## src/rtl/switch_debounce_pkg.sv

```systemverilog
// Shared types and sizing helpers for the switch debouncer.
// Imported by debounce_channel and switch_debounce.
package switch_debounce_pkg;

  typedef enum logic {
    STABLE = 1'b0,
    VERIFY = 1'b1
  } db_state_t;

  // Ceiling log2 for sizing counters; never returns less than one bit.
  function automatic int db_clog2(input int value);
    int result;
    result = 0;
    for (int i = 0; i < 31; i++) begin
      if ((1 << i) < value) result = i + 1;
    end
    return (result < 1) ? 1 : result;
  endfunction

endpackage

```

## src/rtl/debounce_channel.sv

```systemverilog
// One debounced switch: two-flop synchroniser, STABLE/VERIFY FSM with a tick counter,
// registered clean level and one-cycle rise/fall pulses.
module debounce_channel
  import switch_debounce_pkg::*;
#(
  parameter int   STABLE_TICKS = 20,
  parameter logic RESET_VAL    = 1'b0
) (
  input  logic clk,
  input  logic reset_n,
  input  logic i_sw_raw,
  input  logic i_tick,
  output logic o_sw_clean,
  output logic o_rise_pulse,
  output logic o_fall_pulse,
  output logic o_commit
);

  localparam int             CW       = db_clog2(STABLE_TICKS + 1);
  localparam logic [CW-1:0]  CNT_LAST = CW'(STABLE_TICKS - 1);

  logic            r_sync1;
  logic            r_sync_in;
  db_state_t       r_state;
  logic [CW-1:0]   r_cnt;
  logic            r_clean;
  logic            r_rise;
  logic            r_fall;

  logic            w_differ;
  logic            w_commit;

  assign w_differ = (r_sync_in != r_clean);
  // Exposed combinationally so the top can register any_change in the same cycle as the pulses.
  assign w_commit = (r_state == VERIFY) && w_differ && i_tick && (r_cnt == CNT_LAST);

  // NOTE: all state uses non-blocking assignments so every flop samples pre-edge values.
  always_ff @(posedge clk or negedge reset_n) begin
    if (!reset_n) begin
      r_sync1   <= RESET_VAL;
      r_sync_in <= RESET_VAL;
      r_state   <= STABLE;
      r_cnt     <= '0;
      r_clean   <= RESET_VAL;
      r_rise    <= 1'b0;
      r_fall    <= 1'b0;
    end else begin
      r_sync1   <= i_sw_raw;
      r_sync_in <= r_sync1;
      r_rise    <= 1'b0;
      r_fall    <= 1'b0;
      case (r_state)
        STABLE: begin
          if (w_differ) begin
            r_state <= VERIFY;
            r_cnt   <= '0;
          end
        end
        VERIFY: begin
          // Bounce back to the committed level wins over any tick in the same cycle.
          if (!w_differ) begin
            r_state <= STABLE;
            r_cnt   <= '0;
          end else if (i_tick) begin
            if (r_cnt == CNT_LAST) begin
              r_clean <= r_sync_in;
              r_rise  <= r_sync_in;
              r_fall  <= ~r_sync_in;
              r_state <= STABLE;
              r_cnt   <= '0;
            end else begin
              r_cnt <= r_cnt + CW'(1);
            end
          end
        end
      endcase
    end
  end

  assign o_sw_clean   = r_clean;
  assign o_rise_pulse = r_rise;
  assign o_fall_pulse = r_fall;
  assign o_commit     = w_commit;

endmodule

```

## src/rtl/switch_debounce.sv

```systemverilog
// Multi-channel switch debouncer: shared tick prescaler, WIDTH independent channels,
// and a registered any_change flag aligned with the per-channel pulses.
module switch_debounce
  import switch_debounce_pkg::*;
#(
  parameter int               WIDTH        = 10,
  parameter int               TICK_DIV     = 50000,
  parameter int               STABLE_TICKS = 20,
  parameter logic [WIDTH-1:0] RESET_VAL    = {WIDTH{1'b0}}
) (
  input  logic             clk,
  input  logic             reset_n,
  input  logic [WIDTH-1:0] sw_raw,
  output logic [WIDTH-1:0] sw_clean,
  output logic [WIDTH-1:0] rise_pulse,
  output logic [WIDTH-1:0] fall_pulse,
  output logic             any_change
);

  localparam int            PW         = db_clog2(TICK_DIV);
  localparam logic [PW-1:0] PRESC_LAST = PW'(TICK_DIV - 1);

  logic [PW-1:0]    r_presc;
  logic             r_any_change;
  logic             w_tick;
  logic [WIDTH-1:0] w_commit;

  // With TICK_DIV=1 the counter sits at 0 == PRESC_LAST, so the tick is permanently high.
  assign w_tick = (r_presc == PRESC_LAST);

  always_ff @(posedge clk or negedge reset_n) begin
    if (!reset_n) begin
      r_presc      <= '0;
      r_any_change <= 1'b0;
    end else begin
      r_presc      <= w_tick ? '0 : r_presc + PW'(1);
      r_any_change <= |w_commit;
    end
  end

  for (genvar g = 0; g < WIDTH; g++) begin : g_ch
    debounce_channel #(
      .STABLE_TICKS (STABLE_TICKS),
      .RESET_VAL    (RESET_VAL[g])
    ) u_ch (
      .clk          (clk),
      .reset_n      (reset_n),
      .i_sw_raw     (sw_raw[g]),
      .i_tick       (w_tick),
      .o_sw_clean   (sw_clean[g]),
      .o_rise_pulse (rise_pulse[g]),
      .o_fall_pulse (fall_pulse[g]),
      .o_commit     (w_commit[g])
    );
  end

  assign any_change = r_any_change;

endmodule

```

## config.mk

```make
export PLATFORM = sky130hd
export DESIGN_NAME = switch_debounce
export DESIGN_NICKNAME = d
export VERILOG_FILES = /design/src/rtl/switch_debounce_pkg.sv /design/src/rtl/debounce_channel.sv /design/src/rtl/switch_debounce.sv
export SDC_FILE = /design/constraint.sdc
export NUM_CORES = 1
export LEC_CHECK = 0
export BUFFER_PORTS_ARGS = -buffer_cell sky130_fd_sc_hd__buf_2
export CAP_MARGIN = 10
export CORE_UTILIZATION = 54
export CTS_CLUSTER_DIAMETER = 100
export DETAILED_ROUTE_END_ITERATION = 10
export PLACE_DENSITY_LB_ADDON = 0.1
export SYNTH_ARGS = -nofsm -noshare
export SYNTH_HDL_FRONTEND = slang
export SYNTH_HIERARCHICAL = 1
export SYNTH_SLANG_ARGS = --single-unit
export TNS_END_PERCENT = 50
```

## constraint.sdc

```tcl
create_clock -name clk -period 2.4 [get_ports clk]
set_input_delay 0 -clock clk [delete_from_list [all_inputs] [get_ports clk]]
set_output_delay 0 -clock clk [all_outputs]
set_load 0.02 [all_outputs]
```

==> reports/summary.txt <==
TritonCTS clock tree: built
full die area: 0.0110 sq mm
Layout area overhead: 21.8%
Synth Flop Type: dfrtp_1
Area contributors post-synth: dfrtp_1 (56%), a22o_1 (6.1%), o21ai_0 (4.5%)
Synth Warn #: 6
Mapped Area: 0.00572 sq mm
Synth Area in XOR/XNOR: 0.0337
GRT overflow: 0
Compound-Gate Fraction of Synth Area: 0.120
row count: 37
LEAKAGE: 0.00324 uW
share of layout cells above drive strength 1: 0.213
Commonest cells post-synth: dfrtp_1 (127), o21ai_0 (51), a22o_1 (40), nand2_1 (35), nor2_1 (30)
core area: 0.0103 sq mm
number of placed cells counting well taps: 693
Crit path required time: 2.80 ns
VDD IR max: 0.624 mV
met1 usage: 0.277
Antenna Nets Post-Route: 0
die height: 105 um
crit path time final: 2.29 ns
htree depth: 4
clk sinks: 127
Post-Synth Adder-Cell Area: 0.0241
Synth cell types: 29
final wirelength: 10,600 um
largest family of logic cells by synthesized area: simple AND/OR/NAND/NOR gates
FF-to-FF setup slack: 0.11 ns
Finished Cell Area: 0.00697 sq mm
Worst Path Arrival: 2.69 ns
Startpoint Class: flip-flop
clock root buffer: clkbuf_8
Port Buffers: 42
net count after synthesis: 525
status: completed
met3 GRT Util: 0.0536
path depth of the worst reg2reg path: 6
final hold viol count: 0
syn avg cell area: 11.4 sq um
cell with the most instances after synthesis: dfrtp_1
placed instance area: 0.00624 sq mm
nets@finish: 610
Worst Tran Pin Value: 0.793 ns
initial antenna violation count: 0
worst hold path type: input port to async pin
GP Congestion: 0.781
final std cells w/o fill: 736
Tot Pwr: 4910 uW
Worst slew margin: 0.471
first-pass GRT wire length: 18,100 um
Max Buffers Root-to-Sink: 2
post-route clock period utilization: 0.955
Reg2Reg Capture Point: g_ch[4].u_ch/o_sw_clean
setup_tns: 0 ns
Post-synth EDFFs: 0
number of max-cap violations: 0
Final HPWL DP: 7200 um
DR vias: 4,020
Yosys top cell area share: 0.556
CP max FO: 10
drc violations: 0
DR WL/cell: 14.4 um
Iter 0 DRT Violations: 184
drt pass-1 iters: 6
Post-Synth Simple-Gate Area: 0.208
vias per std cell: 5.46
power density over the cells: 705 mW/mm^2
antenna diode count: 0
area leader, netlist: dfrtp_1
Fmax: 0.436 GHz
Inserted Clock Buffers: 17
Worst Skew: 0.00877 ns
largest net degree at the start of global routing: 63
Hold Slack: 0.106 ns
synthesis-stage register bit count: 127
CP Capture Type: flip-flop
Async S/R FF share, synth: 1.00
final setup vio count: 0
sequential area share after synthesis: 0.556
WS Path Type: flip-flop to flip-flop
met2 Use GR: 0.340
mux contribution to synthesized area: 0.0455
starting density of the core: 0.556
Crit Reg-Reg Startpoint: r_presc[13]
width of the die: 105 um
number of global-route vias before repair: 3,912
Clk Latency, worst-skew pair: 0.52 ns
Syn Inst Count: 502
RSZ-0062 raised after global routing: false
clock slew at reported path FFs: 0.06 ns
Top Ports: 43
GR peak layer: met2
Tot GR Track Use: 0.211
Slew Limit Fails: 0
kinds of logic after synthesis:
| kind of cell | after synthesis |
|---|---|
| adders and majority gates | 11 |
| AOI/OAI and AO/OA | 102 |
| muxes | 21 |
| buffers and inverters | 20 |
| xor gates and xnor gates | 22 |
| DFF | 127 |
| and+or+nand+nor | 199 |
metrics by stage:
stage,util,setup slack [ns]
detailed placement,0.607,0.122
finish,0.678,0.108
CTS,0.676,0.112
floorplan,-,-0.212
global route,0.678,0.00940
global placement,0.607,0.159
layout by cell type (no fill, tap or decap), types with 4 or more instances in the layout:
cell type	instances
buf_2	41
inv_6	4
nand2_1	35
xor2_1	7
nand3b_1	10
mux2_4	10
xnor2_1	15
nand3_1	14
ha_1	11
dlygate4sd3_1	11
nand4_1	6
inv_1	20
nor3b_1	20
o21ai_0	51
mux2i_1	11
or2_4	10
nor2b_1	11
nor2_2	7
a21o_1	10
clkinv_4	4
nor2_1	23
or3_4	10
nor4_1	5
dfrtp_1	127
a22o_1	40
clkbuf_16	16
nand2b_1	21
nor3_1	20
buf_4	11
worst max-delay path: stages, from the launching register on:
cell and delay (ns):
dfrtp_1 0.38, or4bb_4 0.55, nor4_4 0.34, buf_4 0.23
nand2_1 0.12, or2_4 0.27, mux2_4 0.29
power by group:
| group | total (uW) | leakage [uW] | internal (uW) | switching, uW |
|---|---|---|---|---|
| Combinational | 140 | 0.00125 | 53.7 | 86.0 |
| Sequential | 2190 | 0.00169 | 2170 | 19.2 |
| Clock | 2580 | 0.000289 | 1600 | 986 |
| Total | 4910 | 0.00324 | 3820 | 1090 |
worst max path at each step:
stage | from | endpoint | slack [ns] | cells past startpoint
final | r_presc[13] | g_ch[4].u_ch/o_sw_clean | 0.11 | 6
after global routing | r_presc[13] | g_ch[5].u_ch/r_cnt[0] | 0.009 | 7
after floorplan | r_presc[9] | g_ch[0].u_ch/o_sw_clean | -0.21 | 5
after global placement | r_presc[13] | g_ch[6].u_ch/o_sw_clean | 0.16 | 6
after detailed placement | r_presc[13] | g_ch[6].u_ch/o_sw_clean | 0.12 | 6
after CTS | r_presc[13] | g_ch[4].u_ch/o_sw_clean | 0.11 | 6
sequential cells by signal, indices dropped and copies added, names as in the netlist:
signal	flops
g_ch.u_ch/r_cnt	50
r_presc	16
g_ch.u_ch/o_fall_pulse	10
g_ch.u_ch/o_rise_pulse	10
g_ch.u_ch/o_sw_clean	10
g_ch.u_ch/r_state	10
g_ch.u_ch/r_sync1	10
g_ch.u_ch/r_sync_in	10
any_change	1
per-layer routing:
layer,vias to the layer above,share of wire
li1,1978,-
met1,1968,0.48
met2,64,0.48
met3,10,0.033
met4,0,0.0098
met5,-,0
cell type report:
cell class / instances / area (sq um)
fillers: 750 / 3310
inverters: 20 / 75.1
clock buffers: 17 / 414
multi-input cells: 355 / 2480
repair buffers: 66 / 458
flip-flops and latches: 127 / 3180
clock inverters: 15 / 185
well taps: 136 / 170
repair_timing:
action                                  4_1_cts  5_1_grt
hold buffers                                 11        0
gates resized for setup                       0        7
hold endpoints to repair                     69        0
buffers inserted                              0        0
endpoints found under the setup margin        0        9
(Power assumes the default switching activity.)
